### config.mk
export PLATFORM = sky130hd
export DESIGN_NAME = mux_cfg_loader
export DESIGN_NICKNAME = d
export VERILOG_FILES = /design/src/rtl/mux_cfg_pkg.sv /design/src/rtl/mux_cfg_loader.sv
export SDC_FILE = /design/constraint.sdc
export NUM_CORES = 1
export LEC_CHECK = 0
export ABC_CLOCK_PERIOD_IN_PS = 2200
export CORE_MARGIN = 2
export CORE_UTILIZATION = 51
export CTS_BUF_LIST = sky130_fd_sc_hd__clkbuf_4 sky130_fd_sc_hd__clkbuf_8 sky130_fd_sc_hd__clkbuf_16
export CTS_CLUSTER_SIZE = 10
export DETAILED_ROUTE_END_ITERATION = 8
export GPL_ROUTABILITY_DRIVEN = 0
export PLACE_DENSITY = 0.83
export RECOVER_POWER = 100
export REMOVE_ABC_BUFFERS = 1
export SETUP_SLACK_MARGIN = 0.1
export SLEW_MARGIN = 5
export SYNTH_ARGS = -nofsm -noshare
export SYNTH_HDL_FRONTEND = slang
export SYNTH_SLANG_ARGS = --single-unit
### constraint.sdc
create_clock -name clk -period 2.2 [get_ports clk]
set_input_delay 0.44 -clock clk [delete_from_list [all_inputs] [get_ports clk]]
set_output_delay 0.44 -clock clk [all_outputs]
set_load 0.02 [all_outputs]
### src/rtl/mux_cfg_pkg.sv
// Shared definitions for the pin-mux configuration loader: opcodes, parser
// states and the layout of the SET value byte.
package mux_cfg_pkg;

  localparam logic [7:0] OP_SET    = 8'h01;
  localparam logic [7:0] OP_COMMIT = 8'h02;
  localparam logic [7:0] OP_CLEAR  = 8'h03;

  typedef enum logic [1:0] {
    ST_IDLE    = 2'd0,
    ST_GET_IDX = 2'd1,
    ST_GET_VAL = 2'd2,
    ST_COMMIT  = 2'd3
  } state_e;

  localparam int VAL_EN_BIT  = 7;
  localparam int VAL_SRC_MSB = 6;
  localparam int VAL_SRC_LSB = 0;

endpackage

### src/rtl/mux_cfg_loader.sv
// Byte-stream command parser that builds a shadow pin-mux table and copies it
// atomically into the active selectors/enables on COMMIT.
module mux_cfg_loader
  import mux_cfg_pkg::*;
#(
  parameter int INPUT_COUNT    = 16,
  parameter int OUTPUT_COUNT   = 16,
  parameter int TIMEOUT_CYCLES = 1_000_000,
  localparam int SEL_WIDTH     = $clog2(INPUT_COUNT)
) (
  input  logic                              clk,
  input  logic                              rst_n,
  input  logic [7:0]                        rx_data,
  input  logic                              rx_valid,
  output logic                              rx_ready,
  output logic [SEL_WIDTH*OUTPUT_COUNT-1:0] selectors,
  output logic [OUTPUT_COUNT-1:0]           enabled_out,
  output logic                              cmd_done,
  output logic                              cmd_err,
  output logic                              dirty
);

  localparam int CNT_W = $clog2(TIMEOUT_CYCLES + 1);
  localparam logic [CNT_W-1:0] TO_LAST = CNT_W'(TIMEOUT_CYCLES - 1);
  localparam logic [8:0] OUT_LIM = 9'(OUTPUT_COUNT);
  localparam logic [7:0] IN_LIM  = 8'(INPUT_COUNT);

  state_e                            state_q, state_d;
  logic [7:0]                        idx_q, idx_d;
  logic [CNT_W-1:0]                  cnt_q, cnt_d;
  logic [SEL_WIDTH*OUTPUT_COUNT-1:0] shadow_sel_q, shadow_sel_d;
  logic [OUTPUT_COUNT-1:0]           shadow_en_q, shadow_en_d;
  logic [SEL_WIDTH*OUTPUT_COUNT-1:0] act_sel_q, act_sel_d;
  logic [OUTPUT_COUNT-1:0]           act_en_q, act_en_d;
  logic                              dirty_q, dirty_d;
  logic                              done_q, done_d;
  logic                              err_q, err_d;
  logic                              ready_q, ready_d;
  logic                              accept_s;
  logic                              in_range_s;
  logic [6:0]                        src_s;

  assign accept_s   = rx_valid & ready_q;
  assign src_s      = rx_data[VAL_SRC_MSB:VAL_SRC_LSB];
  assign in_range_s = ({1'b0, idx_q} < OUT_LIM) && ({1'b0, src_s} < IN_LIM);

  // Parser next-state, shadow/active table updates and status pulses.
  always_comb begin
    state_d      = state_q;
    idx_d        = idx_q;
    cnt_d        = cnt_q;
    shadow_sel_d = shadow_sel_q;
    shadow_en_d  = shadow_en_q;
    act_sel_d    = act_sel_q;
    act_en_d     = act_en_q;
    dirty_d      = dirty_q;
    done_d       = 1'b0;
    err_d        = 1'b0;
    case (state_q)
      ST_IDLE: begin
        cnt_d = '0;
        if (accept_s) begin
          case (rx_data)
            OP_SET:    state_d = ST_GET_IDX;
            OP_COMMIT: state_d = ST_COMMIT;
            OP_CLEAR: begin
              shadow_sel_d = '0;
              shadow_en_d  = '0;
              dirty_d      = 1'b1;
              done_d       = 1'b1;
            end
            default:   err_d = 1'b1;
          endcase
        end else begin
          state_d = ST_IDLE;
        end
      end
      ST_GET_IDX: begin
        if (accept_s) begin
          idx_d   = rx_data;
          cnt_d   = '0;
          state_d = ST_GET_VAL;
        end else if (cnt_q == TO_LAST) begin
          cnt_d   = '0;
          err_d   = 1'b1;
          state_d = ST_IDLE;
        end else begin
          cnt_d = cnt_q + 1'b1;
        end
      end
      ST_GET_VAL: begin
        if (accept_s) begin
          cnt_d   = '0;
          state_d = ST_IDLE;
          if (in_range_s) begin
            // Loop compare keeps the 8-bit index decoupled from the table width.
            for (int i = 0; i < OUTPUT_COUNT; i++) begin
              if (idx_q == 8'(i)) begin
                shadow_sel_d[i*SEL_WIDTH +: SEL_WIDTH] = src_s[SEL_WIDTH-1:0];
                shadow_en_d[i] = rx_data[VAL_EN_BIT];
              end
            end
            dirty_d = 1'b1;
            done_d  = 1'b1;
          end else begin
            err_d = 1'b1;
          end
        end else if (cnt_q == TO_LAST) begin
          cnt_d   = '0;
          err_d   = 1'b1;
          state_d = ST_IDLE;
        end else begin
          cnt_d = cnt_q + 1'b1;
        end
      end
      ST_COMMIT: begin
        act_sel_d = shadow_sel_q;
        act_en_d  = shadow_en_q;
        dirty_d   = 1'b0;
        done_d    = 1'b1;
        state_d   = ST_IDLE;
      end
      default: begin
        state_d = ST_IDLE;
        cnt_d   = '0;
      end
    endcase
    ready_d = (state_d != ST_COMMIT);
  end

  // State, tables and registered outputs.
  always_ff @(posedge clk or negedge rst_n) begin
    if (!rst_n) begin
      state_q      <= ST_IDLE;
      idx_q        <= 8'd0;
      cnt_q        <= '0;
      shadow_sel_q <= '0;
      shadow_en_q  <= '0;
      act_sel_q    <= '0;
      act_en_q     <= '0;
      dirty_q      <= 1'b0;
      done_q       <= 1'b0;
      err_q        <= 1'b0;
      ready_q      <= 1'b1;
    end else begin
      state_q      <= state_d;
      idx_q        <= idx_d;
      cnt_q        <= cnt_d;
      shadow_sel_q <= shadow_sel_d;
      shadow_en_q  <= shadow_en_d;
      act_sel_q    <= act_sel_d;
      act_en_q     <= act_en_d;
      dirty_q      <= dirty_d;
      done_q       <= done_d;
      err_q        <= err_d;
      ready_q      <= ready_d;
    end
  end

  assign rx_ready    = ready_q;
  assign selectors   = act_sel_q;
  assign enabled_out = act_en_q;
  assign cmd_done    = done_q;
  assign cmd_err     = err_q;
  assign dirty       = dirty_q;

endmodule

# [After elaboration in Yosys (flattened, before gate mapping)]
# Cells that the tools add are included.
[word_totals] reg_bits=194 input_bits=11 output_inout_bits=84
[op_classes] add_sub_neg=1 n_lt_le_gt_ge=2 n_eq_ne=43 n_mux=68 n_bitwise=1 n_reduce_logical=26
[op_table] op="2-to-1 mux 64 bit" count=4
[op_table] op="one-hot mux 64 bit (2 select lines)" count=1
[op_table] op="AND reduction 6 bit" count=16
[op_table] op="== test 8 x 4 -> 1 bit (second input constant)" count=8
[op_table] op="2-to-1 mux 16 bit" count=4
[op_table] op="2-to-1 mux 4 bit" count=16
[op_table] op="2-to-1 mux 20 bit" count=2
[op_table] op="!= test 2 bit (second input constant)" count=20
[op_table] op="one-hot mux 20 bit (2 select lines)" count=1
[op_table] op="== test 8 x 2 -> 1 bit (second input constant)" count=4
[op_table] op="== test 8 x 3 -> 1 bit (second input constant)" count=4
[op_table] op="one-hot mux 16 bit (2 select lines)" count=1
[op_table] op="2-to-1 mux 1 bit" count=30
[op_table] op="adder 20 x 1 -> 20 bit (second input constant)" count=1
[op_table] op="== test 20 bit (second input constant)" count=1
[op_table] op="== test 8 x 1 -> 1 bit (second input constant)" count=2
[op_table] op="one-hot mux 1 bit (3 select lines)" count=3
[op_table] op="zero test 8 bit" count=1
[op_table] op="< comparator 8 x 5 -> 1 bit (second input constant)" count=1
[op_table] op="2-to-1 mux 2 bit" count=4
[op_table] op="one-hot mux 2 bit (4 select lines)" count=1
[op_table] op="< comparator 7 x 5 -> 1 bit (second input constant)" count=1
[op_table] op="AND reduction 5 bit" count=1
[op_table] op="== test 2 bit (second input constant)" count=2
[op_table] op="11 further kinds" count=12

# [Depth between registers and ports, before layout]
# Gate-level depths: netlist of the first run.
[depth] ltp_word=5 ltp_mapped=8 ltp_nobuf=6

# [Worst setup path before layout of the first run]
# No wires, ideal clock.
[synth_timing] kind="register to register" start="register state_q[0]" end="register shadow_en_q[0]" setup_time_ps=140 arrival_ps=2208 t_required_ps=2060 slack_ps=-149 stages_incl_launch_ff=9 path_buffers=2 period_less_slack_ps=2349 path_cell_list="dfrtp_1 -> inv_1 -> ha_1 -> clkbuf_1 -> buf_1 -> nor3b_1 -> nand4_1 -> a211oi_1 -> o22ai_1"
[synth_between] elab_chain_len=3
[synth_rtl] item="start: declaration" line="mux_cfg_loader.sv:28" text="state_e state_q, state_d;"
[synth_rtl] item="start signal: assignment" line="mux_cfg_loader.sv:146" text="state_q <= state_d;"
[synth_rtl] item="== test 2 bit or zero test 2 bit (tied branches)" line="mux_cfg_loader.sv:59" text="case (state_q)"
[synth_rtl] item="!= test 2 bit (no line), or another cell as far along"
[synth_rtl] item="AND reduction 6 bit (no line)"
[synth_rtl] item="end signal: assignment" line="mux_cfg_loader.sv:150" text="shadow_en_q <= shadow_en_d;"
[synth_rtl] item="end: declaration" line="mux_cfg_loader.sv:32" text="logic [OUTPUT_COUNT-1:0] shadow_en_q, shadow_en_d;"
# Parallel ways exist; a longest one is shown, timed or not.
# A chain may end at the register's enable or synchronous reset.

# [Worst setup path after layout of the first run]
[layout_timing] start="register idx_q[7]" end="register shadow_sel_q[33]"
[layout_between] elab_chain_len=4
[layout_rtl] item="start: declaration" line="mux_cfg_loader.sv:29" text="logic [7:0] idx_q, idx_d;"
[layout_rtl] item="start signal: assignment" line="mux_cfg_loader.sv:147" text="idx_q <= idx_d;"
[layout_rtl] item="< comparator 8 x 5 -> 1 bit" line="mux_cfg_loader.sv:45" text="assign in_range_s = ({1'b0, idx_q} < OUT_LIM) && ({1'b0, src_s} < IN_LIM);"
[layout_rtl] item="logical AND 1 bit" line="mux_cfg_loader.sv:45"
[layout_rtl] item="!= test 2 bit (no line)"
[layout_rtl] item="AND reduction 6 bit (no line) (*)"
[layout_rtl] item="end signal: assignment" line="mux_cfg_loader.sv:149" text="shadow_sel_q <= shadow_sel_d;"
[layout_rtl] item="end: declaration" line="mux_cfg_loader.sv:31" text="logic [SEL_WIDTH*OUTPUT_COUNT-1:0] shadow_sel_q, shadow_sel_d;"
# Every way passes the cells marked *; elsewhere a longest branch is shown, timed or not.

==> impl_metrics.yaml, run 1 <==
status:
  status: "finished, violations left"
  failed_checks: "negative setup slack"
cells_and_area:
  final_common_cell: "dfrtp_1"
  final_cell_mix: "dfrtp_1, mux2_2, dlygate4sd3_1"
  n_fill_cell: 1040
  area_growth_pct: 31.7
  instances_no_fill: 984
  nNetsFinal: 772
  drive_above_1_share: 0.387
  diodes: 0
timing:
  clock_skew_ps: 10.6
  rsz0062_at_grt: "true"
  setup_viol: 22
  final.period_utilization: 1.04
  fin_hold_ws_ps: 455
  period_needed_ps: 2280
  max_freq_ghz: 0.439
  hold_violations: 0
  drv_slew: 0
  worstMarginPinSlew_ps: 1450
  relSlewSlack: 0.0301
  final.setup.worst_slack_ps: -77.7
routing:
  final_antenna_net_count: 0
  vias: 5678
  avgRoutedWirePerCell_um: 20.8
  route.detailed.drc: 0
  vias_per_cell: 5.77
  drtIter0Drc: 591
  first_pass_iters: 5
  routed_wirelength_um: 20400
global_route:
  gr-total-overflow: 0
  grt_max_degree: 58
  first_global_vias: 6039
  antenna_found_initial: 0
  grt_pass1_wl_um: 32300
  grt_usage: 0.236
logic_synthesis:
  seq_area_frac_synth: 0.583
  yosys.area_share.simple: 0.0953
  synth_compound_area_frac: 0.0684
  synthXorXnorAreaFrac: 0.00631
  yosysWarnings: 0
  synthFlopType: "dfrtp_1"
  yosys-mux-area-fraction: 0.221
  ys_seq_elements: 194
  syn_inst: 608
  synth-edff-count: 0
  synthAdderAreaFrac: 0.00752
  synthArstFlopShare: 1.00
  synth.avg_cell_area_um2: 13.7
  synth_top_family_by_area: "multiplexers"
  synth_cell_type_count: 58
  syn_area_um2: 8320
clock_network:
  insertion_delay_ps: 440
  cts_made_buffers: 17
  clockBufferDepth: 2
  h-tree-depth: 4
  clock-sinks: 194
  cts_tree: "yes"
  clk_pin_slew_ps: 70
  cts-root-buf: "clkbuf_16"
worst_setup_path:
  cp_max_fo: 4
  cp_data_required_time_ps: 2510
  startpoint_type: "flop"
  endpoint_kind: "flop"
  crit_arrival_ps: 2590
  critPathKind: "reg -> reg"
placed_design:
  dp_hpwl_um: 12700
  portBuffers: 94
  dp_cells: 944
floorplanning:
  rows: 46
  io_pins: 95
  die_area_um2: 17400
  start_util: 0.522
  core-area_um2: 15900
  die_w_um: 132
  die_h_um: 132
hold_path:
  hold_path_class: "in -> reg"
power:
  powerDensity_nw_per_um2: 670
  vdd_drop_max_v: 0.000615
  leakage_nw: 5.29
job:
  timing.max_cap.violations: 0
## registers in the layout (all words and copies together), names as in the netlist
register and flops:
shadow_sel_q 64, rx_ready 1, dirty 1, cnt_q 20
cmd_err 1, idx_q 8, shadow_en_q 16, selectors 64
cmd_done 1, state_q 2, enabled_out 16
## routing by layer
| layer | routed length, um | global-route usage | share of wire |
|---|---|---|---|
| met1 | 8940 | 0.319 | 0.44 |
| met2 | 10200 | 0.389 | 0.50 |
| met3 | 944 | 0.0461 | 0.046 |
| met4 | 317 | 0.0725 | 0.016 |
| met5 | 0 | 0 | 0 |
## kinds of logic (layout without fill, tap and decap cells)
kind of cell | after synthesis | in the layout
muxes | 163 | 163
adders and majority gates | 5 | 5
DFF | 194 | 194
AOI/OAI and AO/OA | 76 | 76
xor gates and xnor gates | 6 | 6
and+or+nand+nor | 124 | 124
buffers and inverters | 40 | 200
## power breakdown
part           switching, mW  total (mW)  internal (mW)
Combinational          0.320       0.586          0.267
Sequential            0.0707        3.73           3.65
Clock                   1.33        3.03           1.70
## layout make-up
| cell class | instances | area (um2) | share of cell area |
|---|---|---|---|
| clock buffer | 19 | 440 | 0.0402 |
| clock inverter | 12 | 133 | 0.0121 |
| inverter | 14 | 52.6 | 0.00479 |
| multi-input combinational | 374 | 3700 | 0.337 |
| sequential | 194 | 4860 | 0.443 |
| tap | 216 | 270 | 0.0247 |
| timing repair buffer | 155 | 1510 | 0.138 |
## critical path, cell delays in order, from the launching register on
cell      delay (ps)
dfrtp_1          380
or4_4            600
or4_4            450
a211oi_4         260
buf_6            150
mux2_4           310
## cell usage after synthesis (8+ instances only)
cell      instances  area, um2
a21oi_1           8       40.0
inv_1            14       52.6
nor3_2           12        120
mux2_2          156       1760
nor2_1            8       30.0
nor3_1           10       50.1
o21ai_0          17       85.1
clkbuf_1         19       71.3
nand2_1          24       90.1
o31a_1           12        105
nand4_1          11       68.8
dfrtp_1         193       4830
## per-stage QoR
step	util	worst slack (ps)	area [um2]	power, mW	setup TNS, ps
after floorplan	-	-1680	8220	4.00	-152840
after global routing	0.687	-101	11000	7.60	-4530
after global placement	0.620	-366	9890	4.26	-24350
after CTS	0.677	-45.6	10800	7.36	-630
after detailed placement	0.620	-421	9890	4.29	-27730
final	0.687	-77.7	11000	7.34	-655
## worst paths after layout
path,from,to,slack [ps],cells past startpoint
hold / removal,rx_data[6],idx_q[6]$_DFFE_PN0P_,450,2
min in group asynchronous,rst_n,selectors[2]$_DFFE_PN0N_,890,2
hold reg to reg,selectors[29]$_DFFE_PN0N_,selectors[29]$_DFFE_PN0N_,510,1
max in group asynchronous,rst_n,selectors[55]$_DFFE_PN0N_,220,3
setup reg to reg,idx_q[7]$_DFFE_PN0P_,shadow_sel_q[33]$_DFFE_PN0P_,-80,5
setup / recovery,idx_q[7]$_DFFE_PN0P_,shadow_sel_q[33]$_DFFE_PN0P_,-80,5
## repair_timing
item | CTS | global route
pin swaps | 25 | 19
resized for setup | 80 | 40
hold endpoints to repair | 53 | 0
setup endpoints to repair | 117 | 86
gates cloned | 0 | 1
hold buffers | 1 | 0
setup buffers | 5 | 2
Power figures use the tool's default switching activity.
==> inputs of run 2 (changes only) <==
--- a/config.mk
+++ b/config.mk
@@ -6,7 +6,7 @@
 export NUM_CORES = 1
 export LEC_CHECK = 0
 export ABC_CLOCK_PERIOD_IN_PS = 2200
-export CORE_MARGIN = 2
+export CORE_MARGIN = 4
 export CORE_UTILIZATION = 51
 export CTS_BUF_LIST = sky130_fd_sc_hd__clkbuf_4 sky130_fd_sc_hd__clkbuf_8 sky130_fd_sc_hd__clkbuf_16
 export CTS_CLUSTER_SIZE = 10
==> run 2 against run 1 <==
Net effect: critical path depth unchanged; final cell count increased by 0.20%; the flow still finishes with violations (negative setup slack); critical path type unchanged; design area decreased by 1.9%; clock skew decreased by 2.5 ps; critical endpoint is now shadow_sel_q[16]$_DFFE_PN0P_.
==> impl_metrics.yaml, run 2 (synthesis results as in run 1) <==
routing:
  avgRoutedWirePerCell_um: 20.0
  vias: 5699
  routed_wirelength_um: 19700
  drt-met1-wl_um: 8590
  dr_wl_met2_um: 9760
  vias_per_cell: 5.78
  routed.top_layer: "met4"
  routed-wl-met3_um: 973
  first_pass_iters: 5
  final_antenna_net_count: 0
  drtIter0Drc: 533
  route.detailed.drc: 0
floorplanning:
  die_area_um2: 18400
  die_w_um: 136
  start_util: 0.522
  rows: 46
  die_h_um: 136
  io_pins: 95
  core-area_um2: 15900
worst_setup_path:
  cp-endpoint: "shadow_sel_q[16]$_DFFE_PN0P_"
  startpoint_type: "flop"
  timing.rr.end: "shadow_sel_q[16]$_DFFE_PN0P_"
  crit_arrival_ps: 2560
  crit_start: "idx_q[7]$_DFFE_PN0P_"
  cp_max_fo: 5
  critPathKind: "reg -> reg"
  endpoint_kind: "flop"
  ff2ff_path_depth: 5
  crit-reg2reg-launch: "idx_q[7]$_DFFE_PN0P_"
  r2r_slack_ps: -50
  cp_data_required_time_ps: 2510
global_route:
  grt_pass1_wl_um: 31900
  gr-total-overflow: 0
  grt_max_degree: 82
  antenna_found_initial: 0
  first_global_vias: 6156
  grt_usage: 0.221
cells_and_area:
  n_fill_cell: 1105
  diodes: 0
  drive_above_1_share: 0.370
  nNetsFinal: 773
  area_growth_pct: 29.2
  multi_input_area_um2: 3430
  final_cell_mix: "dfrtp_1, mux2_2, dlygate4sd3_1"
  register_area_um2: 4860
  final_common_cell: "dfrtp_1"
power:
  leakage_nw: 5.24
  powerDensity_nw_per_um2: 718
  p_switching_mw: 1.68
  vdd_drop_max_v: 0.000641
  p_int_mw: 6.04
  p_sw_frac: 0.218
  pwr-share-clk: 0.449
  power_frac_comb: 0.069
  power_mw: 7.72
  seqPwrFrac: 0.482
clock_network:
  clock-sinks: 194
  cts_tree: "yes"
  clockBufferDepth: 2
  clk_pin_slew_ps: 70
  cts-root-buf: "clkbuf_16"
  h-tree-depth: 4
  insertion_delay_ps: 430
  cts_made_buffers: 17
timing:
  period_needed_ps: 2250
  drv_slew: 0
  clock_skew_ps: 8.11
  hold_violations: 0
  rsz0062_at_grt: "true"
  final.period_utilization: 1.02
  relSlewSlack: 0.299
  worstMarginPinSlew_ps: 1050
  setup_viol: 38
  final.setup.worst_slack_ps: -48.4
  max_freq_ghz: 0.445
  fin_hold_ws_ps: 489
status:
  status: "finished, violations left"
  failed_checks: "negative setup slack"
placed_design:
  portBuffers: 94
  dp_hpwl_um: 12800
hold_path:
  hold_path_class: "reg -> reg"
job:
  timing.max_cap.violations: 0
==> run 2: cell types whose count changed in the layout (fill, tap and decap cells not counted), moves of 4 or more <==
cell,change
mux2_2,+52
mux2_4,-61
and2_2,-4
buf_6,-6
mux2_1,+9
buf_4,+8
and2_1,+5
==> run 2: worst max-delay path: stages, from the launching register on <==
cell and delay (ps):
dfrtp_1 380, or4_4 590, or4_4 470, a211oi_4 220
buf_6 170, mux2_4 300
==> run 2: power groups by stage <==
stage / Combinational [mW] / Sequential [mW] / Clock, mW
6_report: 0.532 / 3.72 / 3.47
5_1_grt: 0.579 / 3.73 / 3.68
4_1_cts: 0.539 / 3.72 / 3.53
3_5_place_dp: 0.503 / 3.78 / 0
3_3_place_gp: 0.482 / 3.78 / 0
2_1_floorplan: 0.218 / 3.78 / 0
==> run 2: area by class of cell <==
| cell class | count | area share |
|---|---|---|
| Clock inverter | 10 | 0.0177 |
| Tap cell | 216 | 0.0251 |
| Inverter | 14 | 0.00489 |
| Multi-Input combinational cell | 374 | 0.319 |
| Clock buffer | 22 | 0.0448 |
| Sequential cell | 194 | 0.452 |
| Timing Repair Buffer | 156 | 0.137 |
==> run 2: what timing repair did <==
item,in CTS,in global routing
endpoints found under the hold margin,39,0
endpoints found under the setup margin,82,97
gates resized for setup,24,13
hold buffers,1,0
pin swaps,8,6
setup buffers,3,1
cloned,1,0
==> run 2: worst min path at each step <==
stage	startpoint	end	slack, ps	cells after the start
detailed placement	rst_n	enabled_out[0]$_DFFE_PN0N_	400	1
CTS	shadow_sel_q[41]$_DFFE_PN0P_	shadow_sel_q[41]$_DFFE_PN0P_	490	1
floorplan	rst_n	cmd_done$_DFF_PN0_	140	0
global route	shadow_sel_q[41]$_DFFE_PN0P_	shadow_sel_q[41]$_DFFE_PN0P_	510	1
global placement	rst_n	enabled_out[0]$_DFFE_PN0N_	390	1
finish	shadow_sel_q[41]$_DFFE_PN0P_	shadow_sel_q[41]$_DFFE_PN0P_	490	1
==> run 2: per-layer routing <==
layer  track usage  vias up
met5             0        -
met4        0.0767        0
met3        0.0487       33
met2         0.360      217
met1         0.294     2916
li1              -     2533
==> run 2: metrics by stage <==
| step | area [um2] | worst slack, ps | cells | TNS (ps) | util |
|---|---|---|---|---|---|
| after CTS | 10800 | -59.3 | 985 | -1340 | 0.675 |
| after global routing | 10800 | -99.6 | 986 | -4830 | 0.674 |
| final | 10800 | -48.4 | 986 | -741 | 0.674 |
| after detailed placement | 9930 | -362 | 948 | -23660 | 0.623 |
| after floorplan | 8220 | -1680 | 582 | -152840 | - |
| after global placement | 9930 | -353 | 948 | -23430 | 0.623 |
